[src/rtl/snes_sched_pkg.sv]
// Shared definitions for the SNES controller frame scheduler: FSM encoding,
// idle-line value and the placement of the three line words inside a frame.
package snes_sched_pkg;

  typedef enum logic [1:0] {
    ST_IDLE  = 2'd0,
    ST_PRIME = 2'd1,
    ST_RUN   = 2'd2
  } sched_state_t;

  localparam logic [31:0] IDLE_WORD_DEFAULT = 32'hFFFF_FFFF;

  localparam int WORD_W    = 32;
  localparam int NUM_WORDS = 3;
  localparam int FRAME_W   = WORD_W * NUM_WORDS;

  localparam int D0_LSB = 0;
  localparam int D1_LSB = 32;
  localparam int D2_LSB = 64;

  function automatic int word_lsb(input int idx);
    case (idx)
      0:       return D0_LSB;
      1:       return D1_LSB;
      default: return D2_LSB;
    endcase
  endfunction

  function automatic logic [15:0] sat_inc16(input logic [15:0] v);
    return (v == 16'hFFFF) ? v : v + 16'd1;
  endfunction

endpackage

[src/rtl/sync_fifo.sv]
// Single-clock frame FIFO with wrap-around pointers and a registered read port,
// so the popped head appears on rd_data the cycle after rd_en.
module sync_fifo #(
  parameter int WIDTH = 96,
  parameter int DEPTH = 8
) (
  input  logic             clk,
  input  logic             rst,
  input  logic             clr,
  input  logic             wr_en,
  input  logic [WIDTH-1:0] wr_data,
  input  logic             rd_en,
  output logic [WIDTH-1:0] rd_data,
  output logic             full,
  output logic             empty,
  output logic [4:0]       level
);

  localparam int AW = (DEPTH > 1) ? $clog2(DEPTH) : 1;

  logic [WIDTH-1:0] mem [DEPTH];
  logic [AW-1:0]    wr_ptr_reg;
  logic [AW-1:0]    rd_ptr_reg;
  logic [4:0]       count_reg;
  logic [WIDTH-1:0] rd_data_reg;
  logic             wr_fire;
  logic             rd_fire;

  // A clear wins over both ports in the same cycle.
  assign wr_fire = wr_en & ~full & ~clr;
  assign rd_fire = rd_en & ~empty & ~clr;

  assign full    = (count_reg == 5'(DEPTH));
  assign empty   = (count_reg == 5'd0);
  assign level   = count_reg;
  assign rd_data = rd_data_reg;

  always_ff @(posedge clk) begin
    if (rst || clr) begin
      wr_ptr_reg <= '0;
      rd_ptr_reg <= '0;
      count_reg  <= 5'd0;
    end else begin
      if (wr_fire) wr_ptr_reg <= wr_ptr_reg + 1'b1;
      if (rd_fire) rd_ptr_reg <= rd_ptr_reg + 1'b1;
      count_reg <= count_reg + {4'd0, wr_fire} - {4'd0, rd_fire};
    end
  end

  always_ff @(posedge clk) begin
    if (wr_fire) mem[wr_ptr_reg] <= wr_data;
    if (rd_fire) rd_data_reg <= mem[rd_ptr_reg];
  end

endmodule

[src/rtl/snes_frame_scheduler.sv]
// Feeds queued controller frames to the 3-line shift-register controller, one
// frame per console latch, with latch synchronization and usage counters.
module snes_frame_scheduler
  import snes_sched_pkg::*;
#(
  parameter int          DEPTH     = 8,
  parameter logic [31:0] IDLE_WORD = IDLE_WORD_DEFAULT
) (
  input  logic        clk,
  input  logic        rst,
  input  logic        lat_in,
  input  logic        enable,
  input  logic        flush,
  input  logic        wr_valid,
  output logic        wr_ready,
  input  logic [95:0] wr_data,
  output logic [31:0] data0,
  output logic [31:0] data1,
  output logic [31:0] data2,
  output logic        lat_sync,
  output logic [4:0]  fifo_level,
  output logic [15:0] latch_count,
  output logic [15:0] underflow_count
);

  sched_state_t state_reg, state_next;

  logic               sync1_reg, sync2_reg, prev_reg;
  logic               fall;
  logic               pop;
  logic               count_fall;
  logic               underflow;
  logic               load_pending_reg;
  logic               hold_idle;
  logic [15:0]        latch_count_reg;
  logic [15:0]        underflow_count_reg;
  logic               fifo_full;
  logic               fifo_empty;
  logic [FRAME_W-1:0] fifo_rd_data;
  logic [WORD_W-1:0]  word_reg [NUM_WORDS];

  assign fall = prev_reg & ~sync2_reg;

  always_ff @(posedge clk) begin
    if (rst) begin
      sync1_reg <= 1'b0;
      sync2_reg <= 1'b0;
      prev_reg  <= 1'b0;
    end else begin
      sync1_reg <= lat_in;
      sync2_reg <= sync1_reg;
      prev_reg  <= sync2_reg;
    end
  end

  // Dropping enable always returns to IDLE, whatever the current state.
  always_comb begin
    state_next = state_reg;
    pop        = 1'b0;
    count_fall = 1'b0;
    underflow  = 1'b0;
    if (!enable) begin
      state_next = ST_IDLE;
    end else begin
      case (state_reg)
        ST_IDLE:  state_next = ST_PRIME;
        ST_PRIME: begin
          if (!fifo_empty && !flush) begin
            pop        = 1'b1;
            state_next = ST_RUN;
          end
        end
        ST_RUN: begin
          if (fall) begin
            count_fall = 1'b1;
            if (fifo_empty || flush) underflow = 1'b1;
            else                     pop       = 1'b1;
          end
        end
        default: state_next = ST_IDLE;
      endcase
    end
  end

  always_ff @(posedge clk) begin
    if (rst) begin
      state_reg           <= ST_IDLE;
      load_pending_reg    <= 1'b0;
      latch_count_reg     <= 16'd0;
      underflow_count_reg <= 16'd0;
    end else begin
      state_reg        <= state_next;
      load_pending_reg <= pop;
      if (count_fall) latch_count_reg     <= sat_inc16(latch_count_reg);
      if (underflow)  underflow_count_reg <= sat_inc16(underflow_count_reg);
    end
  end

  assign hold_idle = !enable || (state_reg == ST_IDLE);

  // The popped head lands on fifo_rd_data one cycle after the pop.
  for (genvar gi = 0; gi < NUM_WORDS; gi++) begin : g_word
    always_ff @(posedge clk) begin
      if (rst || hold_idle) word_reg[gi] <= IDLE_WORD;
      else if (load_pending_reg) word_reg[gi] <= fifo_rd_data[word_lsb(gi) +: WORD_W];
    end
  end

  sync_fifo #(
    .WIDTH(FRAME_W),
    .DEPTH(DEPTH)
  ) u_fifo (
    .clk    (clk),
    .rst    (rst),
    .clr    (flush),
    .wr_en  (wr_valid),
    .wr_data(wr_data),
    .rd_en  (pop),
    .rd_data(fifo_rd_data),
    .full   (fifo_full),
    .empty  (fifo_empty),
    .level  (fifo_level)
  );

  assign wr_ready        = ~fifo_full;
  assign data0           = word_reg[0];
  assign data1           = word_reg[1];
  assign data2           = word_reg[2];
  assign lat_sync        = sync2_reg;
  assign latch_count     = latch_count_reg;
  assign underflow_count = underflow_count_reg;

endmodule
[config.mk]
export PLATFORM = sky130hd
export DESIGN_NAME = snes_frame_scheduler
export DESIGN_NICKNAME = d
export VERILOG_FILES = /design/src/rtl/snes_sched_pkg.sv /design/src/rtl/sync_fifo.sv /design/src/rtl/snes_frame_scheduler.sv
export SDC_FILE = /design/constraint.sdc
export NUM_CORES = 1
export LEC_CHECK = 0
export CAP_MARGIN = 30
export CORE_UTILIZATION = 30
export CTS_CLUSTER_DIAMETER = 30
export CTS_CLUSTER_SIZE = 30
export DETAILED_ROUTE_END_ITERATION = 8
export MAX_ROUTING_LAYER = met4
export PLACE_DENSITY_LB_ADDON = 0.2
export SYNTH_ARGS = -nofsm -noshare
export SYNTH_HDL_FRONTEND = slang
export SYNTH_HIERARCHICAL = 1
export SYNTH_SLANG_ARGS = --single-unit
export TNS_END_PERCENT = 5
[constraint.sdc]
create_clock -name clk -period 12.2 [get_ports clk]
set_input_delay 1.83 -clock clk [delete_from_list [all_inputs] [get_ports clk]]
set_output_delay 1.83 -clock clk [all_outputs]
set_load 0.01 [all_outputs]
==> metrics.cfg, run 1 <==
[routing]
wl_um = 90080
dr_total_vias = 18530
ant_nets = 0
drc = 0
post_drt_wl_per_cell_um = 22.34
via_per_inst = 4.594
drtIter0Drc = 1178
first_pass_iters = 5

[synth]
synthCells = 1732
synth_nets = 1849
synth.distinct_cells = 56
syn_avg_cell_area_sq_um = 21.93
yosysTopAreaCell = edfxtp_1
synth_ff_type = edfxtp_1
yosysSeqAreaShare = 0.7847
ys_async_sr_fraction = 0
yosys_warnings = 6
synth-edff-count = 960
synth_area_leaders = edfxtp_1 76%, mux4_2 11%, mux2_2 3.0%
netlist_area_sq_um = 37990
synth_seq_cells = 1009
yosys.area.top_type_share = 0.7589

[global_route]
first_global_vias = 20420
grt_max_degree = 100
grt_overflow = 0
grt_pass1_wl_um = 133800
grt_usage = 0.1476
antenna_found_initial = 14

[sta]
worstMarginPinSlew_ns = 0.9408
finalMaxSlewViolations = 0
skew_ns = 0.05150
finalSetupTns_ns = 0
setup_viol = 0
slew_headroom = 0.3728
period_needed_ns = 4.378
hold_violations = 0
rsz0062_at_grt = no
fmax_mhz = 228.4
post-route-period-util = 0.3588

[floorplanning]
start_util = 0.3025
io_pins = 237
die_w_um = 357.8
die_h_um = 357.8
core_area_sq_um = 125600
row_count = 130
die_area_sq_um = 128000

[hold_path]
hp-class = register to register
hold_depth = 1

[pwr]
p_leak_nw = 15.83
ir_drop_v = 0.0001418
power_density_nw_per_um2 = 197.9

[critical_path]
crit_type = register to output pin
worstRegToRegCells = 6
critPathArrivalTime_ns = 2.55
crit_path_start_kind = register
end_kind = output pin
required_ns = 10.37
path_max_fanout = 4

[clock_tree]
cts_tree = built
htree_levels = 4
post-cts-setup-buffer-count = 0
ctsResizeCount = 0
clk_latency_ns = 0.80
cts_made_buffers = 228
cts_hold_buf = 0
cts.sinks = 1009
clockRootBuffer = clkbuf_16
ctsLongestPathBuffers = 3
cts.clk_slew.worst_paths_ns = 0.04

[final_layout]
largest_reg_flops = 768
nFillCells = 11190
multiInputGateArea_sq_um = 7749
synthToLayoutAreaGrowth_pct = 32.71
fin_util = 0.4015
drive_gt1_frac = 0.3128
final_net_count = 2287
seqCellArea_sq_um = 29820

[job]
max_cap_viol_count = 0

[placement]
dp_hpwl_um = 49440
portBuffers = 236
routabilityCongestion = 0.7439

[outcome]
outcome = finished clean

-- synthesized netlist by cell type, types with 2 or more instances --
cell and number:
edfxtp_1 960, mux4_2 192, mux2_2 102, nand2b_1 91, dfxtp_1 49, clkbuf_1 38
nand2_1 27, a21oi_1 23, buf_6 19, inv_1 17, nor2_1 16, ha_1 14
nand4_1 13, nor3_1 13, o31ai_1 13, nand3_1 12, or3_1 12, buf_1 11
nor2b_1 11, or4_1 11, nor4_1 10, or2b_1 8, buf_2 7, mux2i_1 7
and3_1 6, o21ai_0 6, and2_1 4, or4b_1 4, a211oi_1 3, a31oi_1 3
o41ai_1 3, nand3b_1 2, o311a_1 2
-- area by class of cell --
class                   count  share of cell area
multi-input cells         631              0.1537
repair buffers            283             0.05654
flip-flops and latches   1009              0.5915
clock buffers             258              0.1167
inverters                  17            0.001266
clock inverters           174             0.03887
well taps                1650             0.04095
diodes                     10           0.0004964
-- logic make-up after synthesis --
| group | synth area share |
|---|---|
| AND/OR/NAND/NOR | 0.03956 |
| AO/OA/AOI/OAI | 0.01084 |
| buffers and inverters | 0.01308 |
| multiplexers | 0.1462 |
| adder cells (fa/ha/maj) | 0.005138 |
| flip-flops | 0.7847 |
| XOR/XNOR | 0.0004612 |
-- per-stage QoR --
step,area (sq um),power (mW),cells,setup WS [ns],hold slack [ns]
after floorplan,37990,3.934,1732,0.1282,0.4138
after global placement,42360,4.009,3582,7.049,0.4329
after detailed placement,42450,4.016,3586,7.047,0.4253
after CTS,50290,10.11,4018,7.720,0.4475
after global routing,50410,10.30,4031,7.700,0.4607
final,50410,9.977,4032,7.822,0.4452
-- cells in the final DEF (no fill, tap or decap), types with 10 or more instances in the layout --
cell	instances
o31ai_1	13
or4_1	11
clkinv_1	22
dfxtp_1	46
buf_4	38
clkinv_4	25
inv_1	17
ha_1	14
nor2_1	12
mux4_2	192
a21oi_1	23
clkinvlp_4	35
nor2b_1	11
edfxtp_1	960
nand2_1	27
clkinv_2	46
clkbuf_16	230
nand2b_1	91
clkdlybuf4s50_1	236
mux2_2	102
nand4_1	13
diode_2	10
clkbuf_1	26
nand3_1	12
bufinv_16	27
or3_1	11
-- worst max-delay path, stage by stage (launching register included) --
cell and delay [ns]:
dfxtp_1 0.32, inv_1 0.12, ha_1 0.15, or4b_1 0.53, inv_1 0.08, inv_1 0.07
clkdlybuf4s50_1 0.48
-- metal layers --
metal / GRT usage / share of wire
met5: - / 0
met4: 0.04757 / 0.017
met3: 0.03822 / 0.052
met2: 0.2415 / 0.50
met1: 0.1778 / 0.43
-- where the power goes --
group | internal [mW] | switching, mW | total, mW | leakage, nW
registers | 3.82 | 0.00533 | 3.82 | 8.95
clock network | 4.04 | 1.98 | 6.03 | 3.74
logic | 0.0569 | 0.0704 | 0.127 | 3.14
total | 7.92 | 2.06 | 9.98 | 15.8
-- final timing paths --
check | from | slack (ns) | to
min reg2reg | sync1_reg | 0.45 | lat_sync
min | sync1_reg | 0.45 | lat_sync
max | u_fifo/level[2] | 7.82 | wr_ready
max reg2reg | u_fifo/rd_ptr_reg[0] | 8.80 | u_fifo/rd_data[38]
Power figures use the tool's default switching activity.
==> run 2, diff against run 1 <==
clock period = 3.7 ns   (was 12.2 ns; I/O delays follow)
==> run 2 against run 1 <==
  * Clock power grew to 3.3 times the previous value
  * Worst hold slack lost 0.13 ns
  * Clock skew up 0.0095 ns
  * Total power increased to 3.3 times the previous value
  * Sequential share of layout area is 0.46 points lower
  * Non-clock buffer count grew 3
  * Register-to-register slack got worse by 8.3 ns
  * Cell area is 0.80% higher
  * Utilization rose by 0.32 points
  * Combinational power grew to 3.4 times the previous value
  * Sequential power grew to 3.3 times the previous value
  * Critical path depth is 8 higher
  * Critical path type is now register to register
==> metrics.cfg, run 2 (synthesis results as in run 1) <==
[outcome]
outcome = finished clean  ; unchanged

[routing]
first_pass_iters = 5  ; unchanged
via_per_inst = 4.610  ; was 4.594
drc = 0  ; unchanged
ant_nets = 0  ; unchanged
dr_total_vias = 18560  ; was 18530
post_drt_wl_per_cell_um = 22.32  ; was 22.34 um
wl_um = 89870  ; was 90080 um
drtIter0Drc = 1146  ; was 1178

[placement]
post-place-ws_ns = 0.5065  ; was 7.047 ns
dp_hpwl_um = 49900  ; was 49440 um
portBuffers = 236  ; unchanged
routabilityCongestion = 0.7711  ; was 0.7439

[critical_path]
critPathLaunch = u_fifo/level[3]  ; was u_fifo/level[2]
path_max_fanout = 5  ; was 4
crit_type = register to register  ; was register to output pin
critPathArrivalTime_ns = 3.87  ; was 2.55 ns
r2r-end = u_fifo/level[4]  ; was u_fifo/rd_data[38]
worstRegToRegCells = 14  ; was 6
timing.rr.start = u_fifo/level[3]  ; was u_fifo/rd_ptr_reg[0]
rrSetupSlack_ns = 0.46  ; was 8.80 ns
crit_path_start_kind = register  ; unchanged
required_ns = 4.33  ; was 10.37 ns
crit_path_end = u_fifo/level[4]  ; was wr_ready
end_kind = register  ; was output pin

[sta]
hold_violations = 0  ; unchanged
fin_ws_ns = 0.4559  ; was 7.822 ns
post-route-period-util = 0.8768
slew_headroom = 0.4360  ; was 0.3728
skew_ns = 0.06096  ; was 0.05150 ns
finalMaxSlewViolations = 0  ; unchanged
period_needed_ns = 3.244
holdWs_ns = 0.3160  ; was 0.4452 ns
worstMarginPinSlew_ns = 0.8459  ; was 0.9408 ns
setup_viol = 0  ; unchanged
rsz0062_at_grt = no  ; unchanged
fmax_mhz = 308.3

[clock_tree]
ctsLongestPathBuffers = 3  ; unchanged
cts.clk_slew.worst_paths_ns = 0.04  ; about the same
htree_levels = 4  ; unchanged
clk_latency_ns = 0.81  ; was 0.80 ns
cts_made_buffers = 224  ; was 228
clockRootBuffer = clkbuf_16  ; unchanged
cts_tree = built  ; unchanged
cts.sinks = 1009  ; unchanged
cts_hold_buf = 0  ; unchanged
ctsResizeCount = 0  ; unchanged
post-cts-setup-buffer-count = 0  ; unchanged

[hold_path]
hp-class = primary input to register  ; was register to register
hold_start = lat_in  ; was sync1_reg

[pwr]
netSwitchingFraction = 0.2021  ; was 0.2063
ir_drop_v = 0.0004198  ; was 0.0001418 V
power_frac_seq = 0.381  ; was 0.383
internal-power_mw = 26.42  ; was 7.918 mW
power_density_nw_per_um2 = 651.5  ; was 197.9 nW/um^2
p_leak_nw = 15.96  ; was 15.83 nW
p_sw_mw = 6.690  ; was 2.059 mW
pwr-share-clk = 0.606  ; was 0.604
p_comb_frac = 0.013  ; about the same

[final_layout]
synthToLayoutAreaGrowth_pct = 33.77  ; was 32.71%
nFillCells = 11130  ; was 11190
final_net_count = 2286  ; was 2287
drive_gt1_frac = 0.3133  ; was 0.3128
most-common-layout-cells = 960 x edfxtp_1, 236 x clkdlybuf4s50_1, 224 x clkbuf_16, 192 x mux4_2, 102 x mux2_2  ; was 960 x edfxtp_1, 236 x clkdlybuf4s50_1, 230 x clkbuf_16, 192 x mux4_2, 102 x mux2_2
layout.cells.most_common = edfxtp_1  ; unchanged
largest_reg_flops = 768  ; unchanged

[floorplanning]
die_h_um = 357.8  ; unchanged
core_area_sq_um = 125600  ; unchanged
die_area_sq_um = 128000  ; unchanged
die_w_um = 357.8  ; unchanged
io_pins = 237  ; unchanged
row_count = 130  ; unchanged
start_util = 0.3025  ; unchanged

[global_route]
use_met3 = 0.04224  ; was 0.03822
grt_overflow = 0  ; unchanged
grt_max_degree = 100  ; unchanged
first_global_vias = 20270  ; was 20420
use_met1 = 0.1798  ; was 0.1778
grt_usage = 0.1469  ; was 0.1476
grt_pass1_wl_um = 132200  ; was 133800 um
use_met2 = 0.2328  ; was 0.2415
grt_most_used_layer = met2  ; unchanged
antenna_found_initial = 19  ; was 14

[job]
max_cap_viol_count = 0  ; unchanged

run 2: cell count changes in the layout (fill, tap and decap cells not counted), sizes merged:
cell / change
clkinv: -7
inv: +7
buf: +3
clkbuf: -9
diode: +4
clkinvlp: -12
bufinv: +8
run 2: layout make-up:
cell class | count | area (sq um) | share of cell area
inverters | 17 | 63.81 | 0.001256
clock inverters | 170 | 2087 | 0.04107
flip-flops and latches | 1009 | 29820 | 0.5869
multi-input cells | 631 | 7812 | 0.1537
well taps | 1650 | 2064 | 0.04063
repair buffers | 286 | 3181 | 0.06259
clock buffers | 249 | 5749 | 0.1131
diodes | 14 | 35.03 | 0.0006895
run 2: how the worst min path moves through the flow:
stage / end / slack [ns] / cells past startpoint
after floorplan: lat_sync / 0.41 / 1
after global placement: lat_sync / 0.45 / 1
after detailed placement: lat_sync / 0.43 / 1
after CTS: sync1_reg / 0.25 / 2
after global routing: sync1_reg / 0.27 / 2
final: sync1_reg / 0.32 / 2
run 2: power groups by stage:
stage          Clock, mW  Sequential, mW  Combinational, mW
2_1_floorplan          0            12.8              0.147
3_3_place_gp           0            12.8              0.433
3_5_place_dp           0            12.8              0.447
4_1_cts             20.5            12.6              0.451
5_1_grt             21.0            12.6              0.479
6_report            20.1            12.6              0.436
run 2: critical path: stages, from the launching register on:
cell and delay [ns]:
dfxtp_1 0.34, inv_1 0.10, ha_1 0.14, nor4b_2 0.53
nor2_1 0.17, o2111a_1 0.20, nand2b_1 0.16, nor2_4 0.06
ha_1 0.30, inv_1 0.04, ha_1 0.21, fa_1 0.43
a21oi_1 0.17, o21bai_1 0.12, mux2i_1 0.15
run 2: routing by layer:
metal / vias to the layer above / part of all wire
li1: 8169 / -
met1: 9747 / 0.43
met2: 485 / 0.49
met3: 157 / 0.055
met4: 0 / 0.022
met5: - / 0
run 2: through the flow:
stage / utilization / area, sq um / instances / TNS (ns) / power [mW]
detailed placement: 0.3418 / 42910 / 3592 / 0 / 13.26
global route: 0.4046 / 50810 / 4024 / 0 / 34.12
floorplan: - / 38090 / 1732 / -176.00 / 12.96
finish: 0.4047 / 50810 / 4026 / 0 / 33.11
global placement: 0.3417 / 42910 / 3591 / 0 / 13.24
CTS: 0.4042 / 50750 / 4011 / 0 / 33.52
